--- src/rtl/temporal_pkg.sv ---
// temporal_pkg: shared channel state encoding, the "no fire" timestamp
// constant and the event-polarity helper for the race-logic GE array.
package temporal_pkg;

  typedef enum logic [1:0] {
    WAIT    = 2'd0,
    B_SEEN  = 2'd1,
    FIRED   = 2'd2,
    BLOCKED = 2'd3
  } tge_state_t;

  // All-ones timestamp meaning "a never fired"; truncate to TW bits at use.
  localparam logic [31:0] TGE_NO_FIRE = '1;

  // Map a raw spike line to its active-high level for the selected edge
  // polarity (falling-edge coding is handled by inverting the line).
  function automatic logic tge_edge_level(input logic x, input logic falling);
    return x ^ falling;
  endfunction

endpackage

--- src/rtl/tge_channel.sv ---
// tge_channel: one race-logic a>=b comparator. It holds the a/b edge
// detectors, the WAIT/B_SEEN/FIRED/BLOCKED state machine and, when
// TGE_TIMESTAMP_EN is defined, the fire-time capture register.
module tge_channel
  import temporal_pkg::*;
#(
  parameter int TW      = 6,
  parameter int FALLING = 0
) (
  input  logic          i_clk,
  input  logic          i_rst_n,
  input  logic          i_grst,
  input  logic          i_active,
  input  logic          i_timeout,
  input  logic          i_a,
  input  logic          i_b,
`ifdef TGE_TIMESTAMP_EN
  input  logic [TW-1:0] i_t,
  output logic [TW-1:0] o_q_time,
`endif
  output logic          o_q,
  output logic          o_resolved_nxt
);

  localparam logic L_FALLING = (FALLING != 0);

  tge_state_t r_state;
  tge_state_t w_state_nxt;
  logic       r_prev_a;
  logic       r_prev_b;
  logic       w_a_lvl;
  logic       w_b_lvl;
  logic       w_ea;
  logic       w_eb;

  assign w_a_lvl = tge_edge_level(i_a, L_FALLING);
  assign w_b_lvl = tge_edge_level(i_b, L_FALLING);
  assign w_ea    = w_a_lvl & ~r_prev_a;
  assign w_eb    = w_b_lvl & ~r_prev_b;

  // Next-state logic: grst restarts the race, otherwise resolve on the
  // first a-event. Timeout wins over an event sampled in the T_MAX cycle.
  always_comb begin
    // NOTE: the default is assigned first so every path drives w_state_nxt and no latch is inferred.
    w_state_nxt = r_state;
    if (i_grst) begin
      w_state_nxt = WAIT;
    end else if (i_active) begin
      case (r_state)
        WAIT: begin
          if (i_timeout)  w_state_nxt = BLOCKED;
          else if (w_ea)  w_state_nxt = w_eb ? FIRED : BLOCKED;
          else if (w_eb)  w_state_nxt = B_SEEN;
        end
        B_SEEN: begin
          if (i_timeout)  w_state_nxt = BLOCKED;
          else if (w_ea)  w_state_nxt = FIRED;
        end
        default: w_state_nxt = r_state;
      endcase
    end
  end

  // State and edge registers. The previous-level registers always track the
  // current level, so in the grst cycle they take the held lines as baseline.
  always_ff @(posedge i_clk) begin
    // NOTE: sequential state uses non-blocking assignments so all flops update from pre-edge values.
    if (!i_rst_n) begin
      r_state  <= WAIT;
      r_prev_a <= 1'b0;
      r_prev_b <= 1'b0;
    end else begin
      r_state  <= w_state_nxt;
      r_prev_a <= w_a_lvl;
      r_prev_b <= w_b_lvl;
    end
  end

  assign o_q            = (r_state == FIRED);
  assign o_resolved_nxt = (w_state_nxt == FIRED) || (w_state_nxt == BLOCKED);

`ifdef TGE_TIMESTAMP_EN
  logic [TW-1:0] r_q_time;

  // Capture the window time of the sample that moves the channel into FIRED.
  always_ff @(posedge i_clk) begin
    if (!i_rst_n || i_grst) begin
      r_q_time <= TW'(TGE_NO_FIRE);
    end else if ((r_state != FIRED) && (w_state_nxt == FIRED)) begin
      r_q_time <= i_t;
    end
  end

  assign o_q_time = r_q_time;
`endif

endmodule

--- src/rtl/temporal_ge_array.sv ---
// temporal_ge_array: N independent race-logic a>=b comparators sharing one
// gamma-window timer. The top owns the timer, the timeout broadcast and the
// done reduction. Optional macro TGE_TIMESTAMP_EN adds the q_time output.
module temporal_ge_array
  import temporal_pkg::*;
#(
  parameter int N       = 8,
  parameter int TW      = 6,
  parameter int T_MAX   = 63,
  parameter int FALLING = 0
) (
  input  logic            aclk,
  input  logic            rst,
  input  logic            grst,
  input  logic [N-1:0]    a,
  input  logic [N-1:0]    b,
  output logic [N-1:0]    q,
  output logic [TW-1:0]   t,
`ifdef TGE_TIMESTAMP_EN
  output logic [N*TW-1:0] q_time,
`endif
  output logic            done
);

  localparam logic [TW-1:0] L_T_MAX = TW'(T_MAX);

  logic          r_active;
  logic [TW-1:0] r_t;
  logic [TW-1:0] w_t_nxt;
  logic          r_done;
  logic          w_timeout;
  logic [N-1:0]  w_resolved_nxt;

  // Window timer: cleared by grst, counts only once a window is open and
  // saturates at the last cycle of the window.
  always_comb begin
    w_t_nxt = r_t;
    if (grst) begin
      w_t_nxt = '0;
    end else if (r_active && (r_t != L_T_MAX)) begin
      w_t_nxt = r_t + TW'(1);
    end
  end

  assign w_timeout = r_active && (r_t == L_T_MAX);

  // Window-open flag, timer and done; done is loaded from next-state values
  // so it appears together with the state or time that resolves the window.
  always_ff @(posedge aclk) begin
    if (!rst) begin
      r_active <= 1'b0;
      r_t      <= '0;
      r_done   <= 1'b0;
    end else begin
      if (grst) r_active <= 1'b1;
      r_t    <= w_t_nxt;
      r_done <= !grst && r_active && ((&w_resolved_nxt) || (w_t_nxt == L_T_MAX));
    end
  end

  for (genvar gi = 0; gi < N; gi++) begin : g_ch
    tge_channel #(
      .TW      (TW),
      .FALLING (FALLING)
    ) u_ch (
      .i_clk          (aclk),
      .i_rst_n        (rst),
      .i_grst         (grst),
      .i_active       (r_active),
      .i_timeout      (w_timeout),
      .i_a            (a[gi]),
      .i_b            (b[gi]),
`ifdef TGE_TIMESTAMP_EN
      .i_t            (r_t),
      .o_q_time       (q_time[gi*TW +: TW]),
`endif
      .o_q            (q[gi]),
      .o_resolved_nxt (w_resolved_nxt[gi])
    );
  end

  assign t    = r_t;
  assign done = r_done;

endmodule
--- config.mk ---
export PLATFORM = sky130hd
export DESIGN_NAME = temporal_ge_array
export DESIGN_NICKNAME = d
export VERILOG_FILES = /design/src/rtl/temporal_pkg.sv /design/src/rtl/tge_channel.sv /design/src/rtl/temporal_ge_array.sv
export SDC_FILE = /design/constraint.sdc
export NUM_CORES = 1
export LEC_CHECK = 0
export ABC_AREA = 1
export CORE_MARGIN = 3
export CORE_UTILIZATION = 45
export CTS_BUF_LIST = sky130_fd_sc_hd__clkbuf_8
export CTS_CLUSTER_DIAMETER = 100
export DETAILED_ROUTE_END_ITERATION = 12
export MAX_ROUTING_LAYER = met4
export PLACE_DENSITY = 0.72
export SETUP_SLACK_MARGIN = 0.3
export SYNTH_ARGS = -nofsm -noshare
export SYNTH_HDL_FRONTEND = slang
export SYNTH_SLANG_ARGS = --single-unit
export TNS_END_PERCENT = 5
--- constraint.sdc ---
create_clock -name aclk -period 1.5 [get_ports aclk]
set_clock_uncertainty 0.1 [all_clocks]
set_input_delay 0.3 -clock aclk [delete_from_list [all_inputs] [get_ports aclk]]
set_output_delay 0.3 -clock aclk [all_outputs]
set_load 0.005 [all_outputs]
==> results by group, run 1 <==
Worst setup path
  – Crit start category: flop
  – Slowest-stage cell, CP: dfxtp_4
  – Crit path required time: 1.64 ns
  – Worst reg2reg startpoint: t[1]$_SDFF_PN0_
  – Arrival @ worst endpoint: 1.76 ns
  – Crit path to: done$_SDFF_PN0_
  – WP buf/inv: 1
  – Worst Setup SP: t[1]$_SDFF_PN0_
  – Worst R2R Path Depth: 11
  – Critical path peak fanout: 5
  – CP Capture Type: flop
  – Reg2Reg Capture Point: done$_SDFF_PN0_
  – Worst Path Class, Setup: flop to flop
  – Critical Path Stages: 11
  – Crit-path leading delay family: simple AND/OR/NAND/NOR gates
  – Setup slack, reg-to-reg: -0.13 ns
  – Max stage delay on crit path: 0.36 ns
  – CP cell instances: ha_4 > nand2_4 > nor2_4 > nand2_4 > buf_4 > nand3_1 > nand2_1 > nand3_2 > nor2_1 > nand2_1 > a21oi_1

Die
  – Site Rows: 23
  – Starting Density: 47.8%
  – Die ar.: 5200 um^2
  – Core Footprint: 4120 um^2
  – DIE HEIGHT: 72.1 um
  – Num ports: 34
  – Chip width: 72.1 um

Cells and area
  – Register area: 826 um^2
  – Final Non-Filler Cells: 412
  – FILL cells: 321
  – Syn-to-layout area delta: 51.1%
  – Most frequent cells in the layout: nand2_1, buf_4, inv_1, nor2_1, dfxtp_1
  – ANT cells: 0
  – Layout Nets: 381
  – Commonest non-fill, non-tap cell in the layout: nand2_1
  – Design area: 2970 um^2
  – Share of post-route cells with drive strength above 1: 41.2%
  – Multi-input logic area: 1030 um^2

STA
  – Final period util: 108%
  – Fmax: 615 MHz
  – Max Slew Vio Count: 0
  – Max-slew headroom: 84.4%
  – Final hold vios: 0
  – Fin worst setup slack: -0.126 ns
  – RSZ-0062 raised after global routing: yes
  – Endpoints failing setup: 3
  – Slew @ Worst Pin: 0.234 ns
  – Min Tclk post-route: 1.63 ns

Yosys
  – Post-Synthesis Cell Area: 1970 um^2
  – Simple-gate area share of the yosys netlist: 26.6%
  – Largest family of logic cells by synthesized area: simple AND/OR/NAND/NOR gates
  – Multiplexer area fraction after synthesis: 0%
  – Post-synth top area share: 40.7%
  – Flops & latches, synth: 40
  – Mapped Cells: 282
  – Synth Area in Compound Gates: 12.5%
  – Synthesis Warnings: 0
  – Dominant cells by area after synthesis: dfxtp_1, nand2_1, inv_1
  – Cell variety after synth: 25
  – Post-Synth XOR/XNOR Area: 3.56%
  – Post-synthesis adder-cell area fraction: 0.637%
  – Largest area contributor in the netlist: dfxtp_1
  – Seq/Total Area, Yosys: 40.7%
  – Avg Cell Area, Syn: 6.97 um^2
  – Mapped Nets: 302

Route
  – Post-route ant nets: 0
  – Vias/cell: 4.75
  – Residual DRC count: 0
  – Starting DRT DRC Count: 128
  – Drt pass-1 iters: 4
  – Drt wl/cell: 12.4 um
  – Final WL: 5.11 mm
  – Via Count: 1956

Place
  – Inst Count DP: 396
  – Post-place instance area: 2630 um^2
  – Global placer's final weighted congestion: 0.869
  – Buffers added on ports: 33
  – Detail Placement HPWL: 3.26 mm

Clock tree
  – H-tree depth: 2
  – CTS Buffer Depth: 2
  – Clk pin slew, worst setup/hold paths: 0.08 ns
  – Clk Latency, worst-skew pair: 0.30 ns
  – Clock tree sinks: 40
  – Root Buffer: clkbuf_8
  – # hold bufs at CTS: 0
  – CTS tree: yes
  – CTS buffer count: 5

GRT
  – First-pass GRT wire length: 8.14 mm
  – Initial antenna violation count: 0
  – Global route total overflow: 0
  – Gr usage total: 20.4%
  – Vias in the first global route: 1860
  – Largest net degree at the start of global routing: 17

Power and ir drop
  – Reg power frac: 48.2%
  – Leakage: 1.47 nW
  – Combinational fraction of design power: 19.4%
  – Pint: 0.00170 W
  – Switching part of the total: 27.4%
  – PwrDens: 789 nW/um^2
  – Clock network power share: 32.4%
  – Peak supply drop: 0.512 mV
  – Switching Power: 0.000643 W

Status
  – Failing checks: negative setup slack
  – Status: finished, violations left

Run
  – MaxCap Viol Count: 0

Hold path
  – Hold WC Path Type: flop to flop
[cells by family after synthesis]
logic type,count (synthesis)
AOI/OAI and AO/OA,38
xor gates and xnor gates,8
adders and majority gates,1
buffers and inverters,71
DFF,40
and+or+nand+nor,124
[what timing repair did]
| item | 4_1_cts | 5_1_grt |
|---|---|---|
| setup buffers | 6 | 2 |
| endpoints found under the setup margin | 38 | 39 |
| pin swaps | 31 | 30 |
| resized for setup | 103 | 33 |
[flip-flops by register name, indices dropped and copies added (netlist names)]
| signal | count |
|---|---|
| done | 1 |
| g_ch.u_ch.r_state | 16 |
| g_ch.u_ch.r_prev_a | 8 |
| r_active | 1 |
| g_ch.u_ch.r_prev_b | 8 |
| t | 6 |
[final cells by class]
type	count	area share, %
Multi-Input combinational cell	171	34.7
Sequential cell	40	27.8
Timing Repair Buffer	89	25.2
Inverter	54	7.04
Clock buffer	6	2.78
Tap cell	50	2.11
Clock inverter	2	0.337
[cell usage after synthesis]
cell	n
a21oi_1	20
a311oi_1	8
buf_1	1
buf_2	2
buf_4	10
buf_6	1
clkbuf_1	3
clkinv_1	1
dfxtp_1	40
ha_1	1
inv_1	52
inv_2	1
nand2_1	58
nand2_2	1
nand2_4	1
nand3_1	11
nand3_2	1
nand4_1	3
nor2_1	44
nor2_2	1
nor2_4	2
nor3_1	2
o21bai_1	9
o31ai_1	1
xnor2_1	8
[stage by stage]
step / hold WS, ns / setup TNS, ns / setup slack, ns / total power (W) / util [%]
2_1_floorplan: 0.293 / 0 / 0.0504 / 0.00137 / -
3_3_place_gp: 0.405 / -2.10 / -0.211 / 0.00154 / 63.8
3_5_place_dp: 0.413 / -2.45 / -0.241 / 0.00155 / 63.8
4_1_cts: 0.424 / -0.329 / -0.101 / 0.00231 / 68.8
5_1_grt: 0.445 / -0.779 / -0.222 / 0.00246 / 72.1
6_report: 0.427 / -0.167 / -0.126 / 0.00234 / 72.1
[layer usage]
metal	routed length (um)	global-route usage, %	part of all wire, %	up-vias
met5	0	-	0	-
met4	68	7.93	1.3	0
met3	229	4.99	4.5	9
met2	2560	32.8	50	47
met1	2250	24.5	44	883
li1	-	-	-	1017
[how the worst min path moves through the flow]
stage,start,depth (start not counted),slack [ns],to
finish,g_ch[0].u_ch.r_state[1]$_SDFF_PN0_,2,0.43,g_ch[0].u_ch.r_state[0]$_SDFF_PN0_
global route,b[5],3,0.45,g_ch[5].u_ch.r_prev_b$_SDFF_PN0_
CTS,g_ch[0].u_ch.r_state[1]$_SDFF_PN0_,2,0.42,g_ch[0].u_ch.r_state[0]$_SDFF_PN0_
detailed placement,g_ch[0].u_ch.r_state[0]$_SDFF_PN0_,2,0.41,g_ch[0].u_ch.r_state[0]$_SDFF_PN0_
global placement,g_ch[0].u_ch.r_state[0]$_SDFF_PN0_,2,0.41,g_ch[0].u_ch.r_state[0]$_SDFF_PN0_
floorplan,a[0],2,0.29,g_ch[0].u_ch.r_prev_a$_SDFF_PN0_
[worst reg2reg max path: stages, from the launching register on]
cell	delay (ns)
dfxtp_4	0.36
ha_4	0.18
nand2_4	0.08
nor2_4	0.04
nand2_4	0.12
buf_4	0.13
nand3_1	0.08
nand2_1	0.11
nand3_2	0.08
nor2_1	0.11
nand2_1	0.07
a21oi_1	0.12
[power groups by stage]
stage | clock (W) | sequential (W) | combinational [W]
2_1_floorplan | 0 | 0.00115 | 0.000220
3_3_place_gp | 0 | 0.00115 | 0.000391
3_5_place_dp | 0 | 0.00115 | 0.000399
4_1_cts | 0.000774 | 0.00113 | 0.000411
5_1_grt | 0.000820 | 0.00114 | 0.000500
6_report | 0.000759 | 0.00113 | 0.000454
No activity file was read; power rests on OpenSTA's default activity.
==> run 2: changes to the inputs <==
Settings changed: PLACE_DENSITY 0.72 to 0.71, SYNTH_HIERARCHICAL set to 1.
==> run 2 against run 1 <==
Against the previous run:
- the run still ends with negative setup slack left
- first-iteration DRC count fell by 44%
- final cell count increased by 15%
- non-clock buffer count down 11
- cell area rose by 6.3%
- register-to-register slack worse by 0.097 ns
- critical path type unchanged
- critical endpoint unchanged
- largest cell class unchanged
- largest power group unchanged
==> results by group, run 2 <==
Status
  – Status: finished, violations left (unchanged)
  – Failing checks: negative setup slack (unchanged)

Clock tree
  – # hold bufs at CTS: 0 (unchanged)
  – H-tree depth: 2 (unchanged)
  – CTS buffer count: 5 (unchanged)
  – Clock tree sinks: 40 (unchanged)
  – Root Buffer: clkbuf_8 (unchanged)
  – Clk pin slew, worst setup/hold paths: 0.07 ns (was 0.08 ns)
  – CTS tree: yes (unchanged)
  – CTS Buffer Depth: 2 (unchanged)
  – Clk Latency, worst-skew pair: 0.28 ns (was 0.30 ns)

Power and ir drop
  – Combinational fraction of design power: 19.5% (was 19.4%)
  – Reg power frac: 51.0% (was 48.2%)
  – Switching Power: 0.000597 W (was 0.000643 W)
  – Switching part of the total: 27.0% (was 27.4%)
  – PwrDens: 701 nW/um^2 (was 789 nW/um^2)
  – Leakage: 1.74 nW (was 1.47 nW)
  – Clock network power share: 29.5% (was 32.4%)
  – Peak supply drop: 0.513 mV (was 0.512 mV)
  – Pint: 0.00162 W (was 0.00170 W)

STA
  – Fmax: 580 MHz (was 615 MHz)
  – Sum Neg Setup Slack: -0.223 ns (was -0.167 ns)
  – Slew @ Worst Pin: 0.246 ns (was 0.234 ns)
  – Final period util: 115% (was 108%)
  – Min Tclk post-route: 1.72 ns (was 1.63 ns)
  – Endpoints failing setup: 1 (was 3)
  – Fin worst setup slack: -0.223 ns (was -0.126 ns)
  – Max-slew headroom: 83.6% (was 84.4%)
  – Final hold vios: 0 (unchanged)
  – RSZ-0062 raised after global routing: yes (unchanged)
  – Max Slew Vio Count: 0 (unchanged)

Die
  – Num ports: 34 (unchanged)
  – Core Footprint: 4500 um^2 (was 4120 um^2)
  – Starting Density: 48.1% (was 47.8%)
  – Site Rows: 24 (was 23)
  – Chip width: 75.4 um (was 72.1 um)
  – DIE HEIGHT: 75.4 um (was 72.1 um)
  – Die ar.: 5680 um^2 (was 5200 um^2)

Yosys
  – Post-synth top area share: 37.0% (was 40.7%)
  – Dominant cells by area after synthesis: dfxtp_1, inv_1, nand2_1 (was dfxtp_1, nand2_1, inv_1)
  – Avg Cell Area, Syn: 6.45 um^2 (was 6.97 um^2)
  – Flops & latches, synth: 40 (unchanged)
  – Commonest cells post-synth: inv_1, nand2_1, dfxtp_1, nor2_1, nand3_1 (was nand2_1, inv_1, nor2_1, dfxtp_1, a21oi_1)
  – Synthesis Warnings: 6 (was 0)
  – Most frequent cell after synthesis: inv_1 (was nand2_1)
  – Ys flop type: dfxtp_1 (unchanged)
  – Mapped Cells: 336 (was 282)
  – Cell variety after synth: 22 (was 25)
  – Fraction of registers with async set/reset: 0% (unchanged)
  – Post-Synthesis Cell Area: 2170 um^2 (was 1970 um^2)
  – Largest area contributor in the netlist: dfxtp_1 (unchanged)
  – Mapped Nets: 356 (was 302)
  – Post-synth EDFFs: 0 (unchanged)
  – Seq/Total Area, Yosys: 37.0% (was 40.7%)

Cells and area
  – Largest Register: g_ch.u_ch/r_state (was g_ch.u_ch.r_state)
  – Commonest non-fill, non-tap cell in the layout: inv_1 (was nand2_1)
  – Share of post-route cells with drive strength above 1: 44.3% (was 41.2%)
  – Fin util: 70.1% (was 72.1%)
  – Most frequent cells in the layout: inv_1, nand2_1, buf_4, dfxtp_1, nand2_2 (was nand2_1, buf_4, inv_1, nor2_1, dfxtp_1)
  – ANT cells: 0 (unchanged)
  – Top Registers: g_ch.u_ch/r_state x16, g_ch.u_ch/r_prev_a x8, g_ch.u_ch/r_prev_b x8 (was g_ch.u_ch.r_state x16, g_ch.u_ch.r_prev_a x8, g_ch.u_ch.r_prev_b x8)
  – Max reg flops: 16 (unchanged)
  – Design area: 3160 um^2 (was 2970 um^2)
  – Final Non-Filler Cells: 472 (was 412)
  – Layout Nets: 440 (was 381)
  – Syn-to-layout area delta: 45.7% (was 51.1%)

Route
  – Drt pass-1 iters: 4 (unchanged)
  – Final WL: 4.84 mm (was 5.11 mm)
  – Starting DRT DRC Count: 72 (was 128)
  – Drt wl/cell: 10.3 um (was 12.4 um)
  – Post-route ant nets: 0 (unchanged)
  – Vias/cell: 4.54 (was 4.75)
  – Residual DRC count: 0 (unchanged)
  – Via Count: 2143 (was 1956)

Place
  – Inst Count DP: 462 (was 396)
  – Global placer's final weighted congestion: 0.895 (was 0.869)
  – Detail Placement HPWL: 3.51 mm (was 3.26 mm)
  – Buffers added on ports: 33 (unchanged)
  – Post-place instance area: 2940 um^2 (was 2630 um^2)

Worst setup path
  – Worst R2R Path Depth: 12 (was 11)
  – Worst Path Class, Setup: flop to flop (unchanged)
  – Crit path required time: 1.63 ns (was 1.64 ns)
  – Crit start category: flop (unchanged)
  – Arrival @ worst endpoint: 1.85 ns (was 1.76 ns)
  – Critical path peak fanout: 8 (was 5)
  – CP Capture Type: flop (unchanged)
  – Setup slack, reg-to-reg: -0.22 ns (was -0.13 ns)

Run
  – MaxCap Viol Count: 0 (unchanged)

Hold path
  – Hold WC Path Type: input port to flop (was flop to flop)
  – Hold depth: 3 (was 2)

GRT
  – First-pass GRT wire length: 8.20 mm (was 8.14 mm)
  – Vias in the first global route: 2013 (was 1860)
  – Global route total overflow: 0 (unchanged)
  – Gr usage total: 19.0% (was 20.4%)
  – Initial antenna violation count: 0 (unchanged)
  – Largest net degree at the start of global routing: 35 (was 17)
[run 2: changes by cell type in the layout (fill, tap and decap cells not counted), moves of 9 or more]
cell     delta
inv_2      +10
nand2_2    +17
nor2_1     -19
a21oi_1    -17
nand2_1    +19
a21oi_2     +9
inv_1      +39
[run 2: per-layer routing]
layer	wire [um]	part of all wire, %	vias to the layer above	GRT usage [%]
met5	0	0	-	-
li1	-	-	1150	-
met2	2440	50	30	33.7
met4	78	1.6	0	6.41
met3	196	4.1	9	4.35
met1	2120	44	954	20.9
[run 2: power groups by stage]
stage | sequential [W] | clock (W) | combinational (W)
2_1_floorplan | 0.00115 | 0 | 0.000211
3_3_place_gp | 0.00115 | 0 | 0.000396
3_5_place_dp | 0.00115 | 0 | 0.000409
4_1_cts | 0.00113 | 0.000684 | 0.000431
5_1_grt | 0.00113 | 0.000715 | 0.000488
6_report | 0.00113 | 0.000653 | 0.000432
[run 2: final timing paths]
kind | from | endpoint
min | grst | t[5]$_SDFF_PN0_
min reg2reg | g_ch[3].u_ch/r_state[0]$_SDFF_PN0_ | g_ch[3].u_ch/r_state[0]$_SDFF_PN0_
max reg2reg | t[0]$_SDFF_PN0_ | done$_SDFF_PN0_
max | t[0]$_SDFF_PN0_ | done$_SDFF_PN0_
[run 2: logic make-up (layout without fill, tap and decap cells)]
group                      Yosys count  in the layout  synth area share, %
and+or+nand+nor                    171            171                 36.6
buffers and inverters              102            186                 18.0
DFF                                 40             40                 37.0
AOI/OAI and AO/OA                   22             22                 7.86
adders and majority gates            1              1                0.578
[run 2: area by class of cell]
class,instances,area (um^2)
Timing Repair Buffer,78,651
Clock buffer,5,68.8
Fill cell,410,1350
Clock inverter,2,8.76
Sequential cell,40,827
Tap cell,52,65.1
Multi-Input combinational cell,194,1140
Inverter,101,390
[run 2: what timing repair did]
| item | CTS | global route |
|---|---|---|
| setup buffers | 2 | 1 |
| endpoints found under the hold margin | 0 | 0 |
| resized for setup | 112 | 13 |
| pin swaps | 38 | 28 |
| setup endpoints to repair | 39 | 39 |
[run 2: per-stage QoR]
stage | power, W | setup slack [ns] | hold slack [ns]
5_1_grt | 0.00234 | -0.335 | 0.408
3_5_place_dp | 0.00156 | -0.298 | 0.474
6_report | 0.00221 | -0.223 | 0.397
3_3_place_gp | 0.00154 | -0.266 | 0.470
4_1_cts | 0.00224 | -0.219 | 0.392
2_1_floorplan | 0.00136 | -0.207 | 0.279
[run 2: worst max-delay path: stages (launching register included)]
cell and delay [ns]:
dfxtp_4 0.36, ha_4 0.14, nand2_4 0.05, nor2_4 0.11, nand3_4 0.10, inv_8 0.11
nor2_2 0.05, nand2_1 0.08, nand3_2 0.07, inv_1 0.06, nand4_1 0.09, or2_4 0.25
a21oi_2 0.10
